## config.mk

```make
export PLATFORM = sky130hd
export DESIGN_NAME = bitblaster_controller
export DESIGN_NICKNAME = d
export VERILOG_FILES = /design/src/rtl/bitblaster_pkg.sv /design/src/rtl/bitblaster_ctrl_decode.sv /design/src/rtl/bitblaster_controller.sv
export SDC_FILE = /design/constraint.sdc
export NUM_CORES = 1
export LEC_CHECK = 0
export CAP_MARGIN = 25
export CORE_MARGIN = 2
export CORE_UTILIZATION = 43
export CTS_CLUSTER_DIAMETER = 80
export DETAILED_ROUTE_END_ITERATION = 8
export HOLD_SLACK_MARGIN = 0.1
export PLACE_DENSITY = 0.94
export SYNTH_ARGS = -nofsm -noshare
export SYNTH_HDL_FRONTEND = slang
export SYNTH_HIERARCHICAL = 1
export SYNTH_SLANG_ARGS = --single-unit
```

## constraint.sdc

```tcl
create_clock -name CLKb -period 2.6 [get_ports CLKb]
set_clock_uncertainty 0.15 [all_clocks]
set_input_delay 0.39 -clock CLKb [delete_from_list [all_inputs] [get_ports CLKb]]
set_output_delay 0.39 -clock CLKb [all_outputs]
set_load 0.02 [all_outputs]
```

## src/rtl/bitblaster_pkg.sv

```systemverilog
// ============================================================================
// Module : bitblaster_pkg
// Brief  : Shared types, field positions and opcode helpers for the bitblaster
//          control sequencer.
// Rev    : 1.0 - initial release
// ============================================================================
`default_nettype none

package bitblaster_pkg;

    localparam int INSTR_W     = 10;
    localparam int REG_ADDR_W  = 2;
    localparam int IMM_FIELD_W = 4;

    localparam int OPC_MSB = 9;
    localparam int OPC_LSB = 6;
    localparam int RX_MSB  = 5;
    localparam int RX_LSB  = 4;
    localparam int RY_MSB  = 3;
    localparam int RY_LSB  = 2;

    typedef enum logic [3:0] {
        OP_LOAD = 4'b0000,
        OP_COPY = 4'b0001,
        OP_ADD  = 4'b0010,
        OP_SUB  = 4'b0011,
        OP_NOT  = 4'b0100,
        OP_REV  = 4'b0101,
        OP_AND  = 4'b0110,
        OP_OR   = 4'b0111,
        OP_XOR  = 4'b1000,
        OP_ADDI = 4'b1001,
        OP_SUBI = 4'b1010
    } opcode_t;

    typedef enum logic [3:0] {
        ALU_ADD = 4'd0,
        ALU_SUB = 4'd1,
        ALU_NOT = 4'd2,
        ALU_REV = 4'd3,
        ALU_AND = 4'd4,
        ALU_OR  = 4'd5,
        ALU_XOR = 4'd6
    } alu_op_t;

    typedef enum logic [1:0] {
        T0 = 2'd0,
        T1 = 2'd1,
        T2 = 2'd2
    } step_t;

    typedef struct packed {
        logic                  enw;
        logic [REG_ADDR_W-1:0] wra;
        logic                  enr0;
        logic [REG_ADDR_W-1:0] rda0;
        logic                  enr1;
        logic [REG_ADDR_W-1:0] rda1;
        logic                  extrn;
        logic                  imm_out;
        alu_op_t               alu;
        logic                  gin;
        logic                  gout;
        logic                  done;
    } ctrl_t;

    // Immediate forms reuse the plain ADD/SUB ALU codes.
    function automatic alu_op_t alu_of(input logic [3:0] op);
        case (op)
            OP_SUB, OP_SUBI: return ALU_SUB;
            OP_NOT:          return ALU_NOT;
            OP_REV:          return ALU_REV;
            OP_AND:          return ALU_AND;
            OP_OR:           return ALU_OR;
            OP_XOR:          return ALU_XOR;
            default:         return ALU_ADD;
        endcase
    endfunction

    function automatic logic is_two_step(input logic [3:0] op);
        case (op)
            OP_ADD, OP_SUB, OP_AND, OP_OR, OP_XOR,
            OP_NOT, OP_REV, OP_ADDI, OP_SUBI: return 1'b1;
            default:                          return 1'b0;
        endcase
    endfunction

endpackage

`default_nettype wire

```

## src/rtl/bitblaster_ctrl_decode.sv

```systemverilog
// ============================================================================
// Module : bitblaster_ctrl_decode
// Brief  : Pure combinational decode of (timestep, instruction fields) into
//          the register-file / ALU / bus control bundle.
// Rev    : 1.0 - initial release
// ============================================================================
`default_nettype none

module bitblaster_ctrl_decode
    import bitblaster_pkg::*;
(
    input  step_t                 step,
    input  logic [3:0]            opcode,
    input  logic [REG_ADDR_W-1:0] rx,
    input  logic [REG_ADDR_W-1:0] ry,
    output ctrl_t                 ctrl
);

    always_comb begin
        ctrl = '0;
        unique case (step)
            T1: begin
                case (opcode)
                    OP_LOAD: begin
                        ctrl.extrn = 1'b1;
                        ctrl.enw   = 1'b1;
                        ctrl.wra   = rx;
                        ctrl.done  = 1'b1;
                    end
                    OP_COPY: begin
                        ctrl.enr0 = 1'b1;
                        ctrl.rda0 = ry;
                        ctrl.enw  = 1'b1;
                        ctrl.wra  = rx;
                        ctrl.done = 1'b1;
                    end
                    OP_ADD, OP_SUB, OP_AND, OP_OR, OP_XOR: begin
                        ctrl.enr0 = 1'b1;
                        ctrl.rda0 = rx;
                        ctrl.enr1 = 1'b1;
                        ctrl.rda1 = ry;
                        ctrl.alu  = alu_of(opcode);
                        ctrl.gin  = 1'b1;
                    end
                    OP_NOT, OP_REV: begin
                        ctrl.enr1 = 1'b1;
                        ctrl.rda1 = ry;
                        ctrl.alu  = alu_of(opcode);
                        ctrl.gin  = 1'b1;
                    end
                    OP_ADDI, OP_SUBI: begin
                        // Read port 1 stays off so the immediate owns the B bus.
                        ctrl.enr0    = 1'b1;
                        ctrl.rda0    = rx;
                        ctrl.imm_out = 1'b1;
                        ctrl.alu     = alu_of(opcode);
                        ctrl.gin     = 1'b1;
                    end
                    default: begin
                        ctrl.done = 1'b1;
                    end
                endcase
            end
            T2: begin
                if (is_two_step(opcode)) begin
                    ctrl.gout = 1'b1;
                    ctrl.enw  = 1'b1;
                    ctrl.wra  = rx;
                    ctrl.done = 1'b1;
                end
            end
            default: ;
        endcase
    end

endmodule

`default_nettype wire

```

## src/rtl/bitblaster_controller.sv

```systemverilog
// ============================================================================
// Module : bitblaster_controller
// Brief  : Instruction register plus T0..T2 step sequencer driving the
//          register file, ALU, G register and shared-bus drivers.
// Rev    : 1.0 - initial release
// ============================================================================
`default_nettype none

module bitblaster_controller
    import bitblaster_pkg::*;
#(
    parameter int DATA_W = INSTR_W,
    parameter int ADDR_W = REG_ADDR_W,
    parameter int IMM_W  = IMM_FIELD_W
) (
    input  logic              CLKb,
    input  logic              Clr,
    input  logic              Exec,
    input  logic [DATA_W-1:0] Instr,
    output logic              ENW,
    output logic [ADDR_W-1:0] WRA,
    output logic              ENR0,
    output logic [ADDR_W-1:0] RDA0,
    output logic              ENR1,
    output logic [ADDR_W-1:0] RDA1,
    output logic              Extrn,
    output logic              ImmOut,
    output logic [DATA_W-1:0] Imm,
    output logic [3:0]        ALUcont,
    output logic              Gin,
    output logic              Gout,
    output logic              Done,
    output logic              Busy,
    output logic [1:0]        Step
);

    step_t             state;
    logic [DATA_W-1:0] ir;
    ctrl_t             ctrl;

    // Exec is only looked at in T0, so a Done step always returns through
    // one idle T0 cycle before the next capture.
    always_ff @(posedge CLKb or posedge Clr) begin
        if (Clr) begin
            state <= T0;
            ir    <= '0;
        end else begin
            unique case (state)
                T0: begin
                    if (Exec) begin
                        ir    <= Instr;
                        state <= T1;
                    end
                end
                T1:      state <= ctrl.done ? T0 : T2;
                default: state <= T0;
            endcase
        end
    end

    bitblaster_ctrl_decode u_decode (
        .step   (state),
        .opcode (ir[OPC_MSB:OPC_LSB]),
        .rx     (ir[RX_MSB:RX_LSB]),
        .ry     (ir[RY_MSB:RY_LSB]),
        .ctrl   (ctrl)
    );

    assign ENW     = ctrl.enw;
    assign WRA     = ctrl.wra;
    assign ENR0    = ctrl.enr0;
    assign RDA0    = ctrl.rda0;
    assign ENR1    = ctrl.enr1;
    assign RDA1    = ctrl.rda1;
    assign Extrn   = ctrl.extrn;
    assign ImmOut  = ctrl.imm_out;
    assign ALUcont = ctrl.alu;
    assign Gin     = ctrl.gin;
    assign Gout    = ctrl.gout;
    assign Done    = ctrl.done;
    assign Imm     = {{(DATA_W-IMM_W){1'b0}}, ir[IMM_W-1:0]};
    assign Busy    = (state != T0);
    assign Step    = state;

endmodule

`default_nettype wire

```

==> results.txt, run 1 <==
----------------------------------------------------
[Floorplan]
  Std-Cell Rows ... 16
  Core ar. ... 1980 um^2
  Ports ... 44
  Die width ... 49.9 um
  Floorplan die area ... ~2500 um^2
  Die Height ... 49.9 um
  Initial Utilization ... 0.456

[STA]
  Final setup violation count ... 0
  Setup TNS Final ... 0 ps
  Final min period ... roughly 2500 ps
  Achievable clock frequency ... 395 MHz
  Setup repair after global routing missed its margin ... no
  Final Cycle Share ... 0.975
  Final max-slew violation count ... 0
  Slack of the critical path ... approximately 66 ps
  Final number of hold-violating endpoints ... 0

[Global route]
  Total congestion overflow after global routing ... 0
  Largest net degree at the start of global routing ... 13
  Global-route wire length before repair ... 3.53 mm
  Vias in the first global route ... 779
  Global Route Usage Sum ... 0.186
  Initial antenna violation count ... 0

[Placement]
  Post-Place Cells ... between 150 and 200
  RePlAce Congestion ... 0.869
  Sum of net half-perimeters after detailed placement ... roughly 1.6 mm
  Cell area reported after detailed placement ... about 1300 um^2
  Placement Setup Slack ... around 47 ps
  Port Buf Inserts ... 36

[Clocking]
  Insertion delay to the later sink of the worst-skew pair ... between 200 and 300 ps
  Clock tree from TritonCTS ... built
  Clock transition at path regs ... 80 ps
  Num Clock Sinks ... 12
  Setup repair bufs after CTS ... 0
  Maximum clock path buffer count ... 2
  Cell chosen for the clock root ... sky130_fd_sc_hd__clkbuf_4
  Clock buffers created by TritonCTS ... 3
  Level count of the clock H-tree ... 1

[Logic synthesis]
  Post-synthesis cell type with the largest combined area ... sky130_fd_sc_hd__dfrtp_1
  Number of warnings issued by yosys ... 6
  Post-synth EDFFs ... 0
  Top FF cell, synth ... sky130_fd_sc_hd__dfrtp_1
  Yosys reg bits ... 12
  Gate count after technology mapping ... roughly 90
  Cell area after technology mapping ... around 900 um^2
  Yosys cell types ... 30
  Area share of the largest cell type after synthesis ... 0.332
  Avg Synthesized Cell Area ... 9.83 um^2
  Sequential-to-total area share from yosys stat ... 0.332
  Cell types with the largest area share after synthesis ... sky130_fd_sc_hd__dfrtp_1 33%, sky130_fd_sc_hd__mux2_2 14%, sky130_fd_sc_hd__buf_4 9.1%
  Share of synthesized flip-flops with an asynchronous set or reset ... 1.00

[Worst hold path]
  Hold/Removal Path Class ... input port to asynchronous set/reset pin

[Route]
  Average vias per placed instance ... between 5 and 6
  Total wire length after detailed routing ... 2.23 mm
  Average wire per cell in the routed design ... between 10 and 15 um
  Number of optimization iterations in the first detailed-route pass ... 4
  Number of vias after detailed routing ... 790
  Count of antenna-violating nets left after detailed routing ... 0
  Number of violations reported at the end of detailed-routing iteration 0 ... 17
  Count of unresolved DRC violations after routing ... 0

[Worst setup path]
  Critical path arrival ... just under 2000 ps
  Kind of critical path ... flop to primary output
  Endpoint kind of the worst setup timing path ... primary output
  Startpoint type of the worst setup path ... flop
  Slowest cell on the critical path ... sky130_fd_sc_hd__dfrtp_2
  CP max stage delay ... roughly 460 ps
  Largest fanout on the critical path ... 7
  List of cells traversed by the critical path ... or2_2 > o22ai_1 > mux2_2 > dlygate4sd2_1
  Endpoint required time on the critical path ... 2060 ps
  Bufs and invs on worst path ... 1
  Top cell family by delay on the critical path ... flip-flops

[Finish]
  Fin area ... roughly 1300 um^2
  Antenna diode instance count ... 0
  Layout Area Growth over Synthesis ... 44.4%
  Final cell count without fillers ... between 150 and 200
  Count of fill cells added during filler insertion ... between 150 and 200
  Layout cell share with drive strength beyond 1 ... 0.271
  Final nets ... ~150

[Pwr]
  Power density over cell area ... approximately 1000 nW/um^2
  Leakage power figure ... around 0.66 nW
  Peak supply drop ... ~0.0007 V
  Overall Power ... 1.36 mW

[Outcome]
  Status ... finished, final reports clean

[Run]
  Number of max-cap violations ... 0

----------------------------------------------------
## per-layer routing
metal / routed length, um / share of wire / GRT usage / up-vias
li1: - / - / - / 371
met1: 934 / 0.42 / 0.242 / 368
met2: 1090 / 0.49 / 0.309 / 47
met3: 154 / 0.069 / 0.0273 / 4
met4: 43 / 0.019 / 0.0694 / 0
met5: 0 / 0 / 0 / -
## cell type report
class,count,area [um^2],share of cell area
multi-input combinational,64,503,0.385
timing repair buffer,44,413,0.316
sequential,12,302,0.231
clock buffer,4,36.3,0.0278
tap,27,33.8,0.0259
inverter,5,18.8,0.0144
## worst reg2reg max path, cell delays in order, from the launching register on
cell                      delay (ps)
sky130_fd_sc_hd__dfrtp_2         460
sky130_fd_sc_hd__or2_2           330
sky130_fd_sc_hd__o22ai_1         220
sky130_fd_sc_hd__mux2_2          380
sky130_fd_sc_hd__nor3b_1         200
## cell usage after synthesis, drive strengths merged (2+ instances only)
| cell type | n |
|---|---|
| o21ai | 3 |
| nor2b | 6 |
| conb | 2 |
| buf | 16 |
| mux2 | 11 |
| nor2 | 2 |
| dfrtp | 12 |
| or2 | 2 |
| ha | 2 |
| inv | 5 |
| a32o | 2 |
| and2 | 4 |
| o21bai | 2 |
| nor3b | 5 |
| nand2 | 4 |
| a21boi | 5 |
## flip-flops by register name, indices dropped and copies added (netlist names)
| name | flops |
|---|---|
| Step | 2 |
| ir | 10 |
## power breakdown
group	total, mW	switching (mW)	internal [mW]
Clock	0.154	0.0683	0.0854
Sequential	0.350	0.0820	0.268
Combinational	0.861	0.442	0.419
Total	1.36	0.592	0.772
## kinds of logic (layout without fill, tap and decap cells)
family / after synthesis / after routing / synth area share
other cells: 2 / 7 / 0.00830
compound gates: 16 / 16 / 0.131
flops: 12 / 12 / 0.332
simple gates: 27 / 27 / 0.201
buf+inv: 21 / 53 / 0.154
fa+ha+maj: 2 / 2 / 0.0277
mux: 11 / 11 / 0.137
xor+xnor: 1 / 1 / 0.00968
## worst paths after layout
check | startpoint | to | slack (ps) | depth (start not counted)
setup / recovery | ir[9] | Done | 70 | 4
hold / removal | Clr | ir[0] | 260 | 2
setup reg to reg | ir[9] | Step[1] | 770 | 4
hold reg to reg | ir[0] | ir[0] | 370 | 1
max in group asynchronous | Clr | ir[9] | 1690 | 2
min in group CLKb | ir[0] | ir[0] | 370 | 1
## stage by stage
stage / hold slack (ps) / util
after global placement: 343 / 0.634
final: 262 / 0.659
after global routing: 312 / 0.659
after floorplan: 105 / -
after CTS: 280 / 0.647
after detailed placement: 356 / 0.634
## cells in the final DEF, fill, tap and decap left out, drive strengths merged, types with 6 or more instances in the layout
master and instances:
nor2b 6, dlygate4sd2 11, dfrtp 12, clkdlybuf4s50 19, buf 8, conb 7, mux2 11
## what timing repair did
action	in CTS	in global routing
hold buffers	0	0
resized for setup	18	11
pin swaps	0	0
endpoints found under the setup margin	14	7
Note: power is estimated with default switching activity, not from simulation.
==> inputs of run 2 (changes only) <==
CORE_MARGIN = 5   (was 2)
CORE_UTILIZATION = 41   (was 43)
PLACE_DENSITY = 0.91   (was 0.94)
==> results.txt, run 2 (synthesis gave the netlist of run 1 again) <==
----------------------------------------------------
[Global route]
  Global-route met3 utilization ... 0.0294 (+0.00214)
  Initial antenna violation count ... 0 (unchanged)
  GRT busiest layer ... met2
  Vias in the first global route ... 838 (+7.6%)
  Largest net degree at the start of global routing ... 13 (unchanged)
  Total congestion overflow after global routing ... 0 (unchanged)
  Global-route wire length before repair ... 3.82 mm (+8.0%)
  Global Route Usage Sum ... 0.150 (-0.0354)
  Met1 routing resource usage after global routing ... 0.171 (-0.0706)
  GRT met2 Usage ... 0.272 (-0.0365)

[Route]
  Count of unresolved DRC violations after routing ... 0 (unchanged)
  Total wire length after detailed routing ... 2.41 mm (+8.3%)
  Average vias per placed instance ... 5.08 (+0.24%)
  Average wire per cell in the routed design ... 15.4 um (+7.6%)
  Number of violations reported at the end of detailed-routing iteration 0 ... 20 (+3)
  Count of antenna-violating nets left after detailed routing ... 0 (unchanged)
  Number of vias after detailed routing ... 797 (+0.89%)
  Number of optimization iterations in the first detailed-route pass ... 4 (unchanged)

[Floorplan]
  Die width ... 57.0 um (+14%)
  Floorplan die area ... 3250 um^2 (+31%)
  Die Height ... 57.0 um (+14%)
  Std-Cell Rows ... 17 (+1)
  Initial Utilization ... 0.421 (-0.0354)
  Ports ... 44 (unchanged)
  Core ar. ... 2150 um^2 (+8.4%)

[Finish]
  Final nets ... 145 (unchanged)
  Layout Area Growth over Synthesis ... 45.2%
  Fin area ... 1310 um^2 (+0.57%)
  Max FFs per register ... 10 (unchanged)
  Final cell count without fillers ... 157 (+0.64%)
  Layout cell share with drive strength beyond 1 ... 0.271 (unchanged)
  Antenna diode instance count ... 0 (unchanged)
  Top library cells by usage in the layout, fill and taps aside ... 20 x sky130_fd_sc_hd__clkdlybuf4s50_1, 11 x sky130_fd_sc_hd__dfrtp_1, 11 x sky130_fd_sc_hd__mux2_2
  Count of fill cells added during filler insertion ... 175 (+9.4%)
  Final core occ ... 0.612 (-0.0476)
  Leading cell type in the layout, fill and taps excluded ... sky130_fd_sc_hd__clkdlybuf4s50_1
  Register containing the most flip-flops in the final layout ... ir

[Placement]
  Post-Place Cells ... 153 (+0.66%)
  RePlAce Congestion ... 0.899 (+3.4%)
  Sum of net half-perimeters after detailed placement ... 1.82 mm (+12%)
  Cell area reported after detailed placement ... 1260 um^2 (about the same)
  Placement Setup Slack ... -6.07 ps (-52.8 ps)
  Port Buf Inserts ... 36 (unchanged)

[Clocking]
  Num Clock Sinks ... 12 (unchanged)
  Level count of the clock H-tree ... 1 (unchanged)
  Setup repair bufs after CTS ... 0 (unchanged)
  Maximum clock path buffer count ... 2 (unchanged)
  Insertion delay to the later sink of the worst-skew pair ... 270 ps (about the same)
  Cell chosen for the clock root ... sky130_fd_sc_hd__clkbuf_4
  Clock transition at path regs ... 80 ps (about the same)
  Clock tree from TritonCTS ... built
  Clock buffers created by TritonCTS ... 3 (unchanged)

[Worst setup path]
  Kind of critical path ... flop to primary output
  Startpoint type of the worst setup path ... flop
  Endpoint kind of the worst setup timing path ... primary output
  Largest fanout on the critical path ... 7 (unchanged)
  Critical path arrival ... 1960 ps (-30 ps)
  Endpoint required time on the critical path ... 2060 ps (about the same)

[STA]
  Final number of hold-violating endpoints ... 0 (unchanged)
  Final min period ... 2500 ps (-33.5 ps)
  Slack of the critical path ... 99.0 ps (+33.5 ps)
  Final max-slew violation count ... 0 (unchanged)
  Final setup violation count ... 0 (unchanged)
  Achievable clock frequency ... 400 MHz (+1.3%)
  Final Cycle Share ... 0.962 (-0.0129)
  Setup repair after global routing missed its margin ... no

[Run]
  Number of max-cap violations ... 0 (unchanged)

[Pwr]
  Peak supply drop ... 0.000626 V (-8.8%)
  Power density over cell area ... 1040 nW/um^2 (-0.55%)
  Leakage power figure ... 0.671 nW (+1.1%)

[Outcome]
  Status ... finished, final reports clean

[Worst hold path]
  Hold/Removal Path Class ... input port to asynchronous set/reset pin

----------------------------------------------------
run 2: cell count changes in the layout (fill, tap and decap cells not counted):
cell	change
sky130_fd_sc_hd__dlymetal6s2s_1	+1
sky130_fd_sc_hd__nor3b_2	-1
sky130_fd_sc_hd__dlygate4sd2_1	-2
sky130_fd_sc_hd__a21boi_1	+1
sky130_fd_sc_hd__nor3b_1	+1
sky130_fd_sc_hd__a21boi_0	-1
sky130_fd_sc_hd__o22ai_2	+1
sky130_fd_sc_hd__clkdlybuf4s50_1	+1
sky130_fd_sc_hd__o22ai_1	-1
run 2: timing repair:
item,4_1_cts,5_1_grt
setup endpoints to repair,12,11
gates resized for setup,18,11
hold buffers,0,0
run 2: worst max-delay path, stage by stage, from the launching register on:
cell                            delay (ps)
sky130_fd_sc_hd__dfrtp_1               470
sky130_fd_sc_hd__or2_2                 340
sky130_fd_sc_hd__o22ai_2               180
sky130_fd_sc_hd__mux2_2                370
sky130_fd_sc_hd__dlygate4sd2_1         330
run 2: cell type report:
class | instances | area, um^2 | area share
timing repair buffer | 44 | 418 | 0.318
tap | 28 | 35.0 | 0.0267
multi-input combinational | 64 | 504 | 0.384
clock buffer | 4 | 36.3 | 0.0276
sequential | 12 | 302 | 0.230
inverter | 5 | 18.8 | 0.0143
run 2: worst paths after layout:
check | startpoint | end | slack, ps | depth (start not counted)
max | ir[9] | Done | 100 | 4
min | Clr | ir[3] | 280 | 2
max reg2reg | ir[9] | Step[1] | 830 | 4
min reg2reg | ir[1] | ir[1] | 370 | 1
max in group asynchronous | Clr | Step[0] | 1680 | 2
min in group CLKb | ir[1] | ir[1] | 370 | 1
run 2: where the power goes:
part | switching (mW) | internal [mW] | total (mW)
clock network | 0.0630 | 0.0852 | 0.148
registers | 0.0800 | 0.267 | 0.347
logic | 0.441 | 0.429 | 0.869
run 2: layer usage:
layer	wire length, um	up-vias
met5	0	-
met2	1180	35
li1	-	372
met4	53	0
met1	998	384
met3	180	6
run 2: stage by stage:
| step | setup TNS, ps | power [mW] | hold WS, ps |
|---|---|---|---|
| 5_1_grt | 0 | 1.45 | 299 |
| 4_1_cts | 0 | 1.34 | 281 |
| 3_3_place_gp | 0 | 1.17 | 342 |
| 3_5_place_dp | -6.07 | 1.21 | 352 |
| 2_1_floorplan | 0 | 0.905 | 105 |
| 6_report | 0 | 1.36 | 277 |
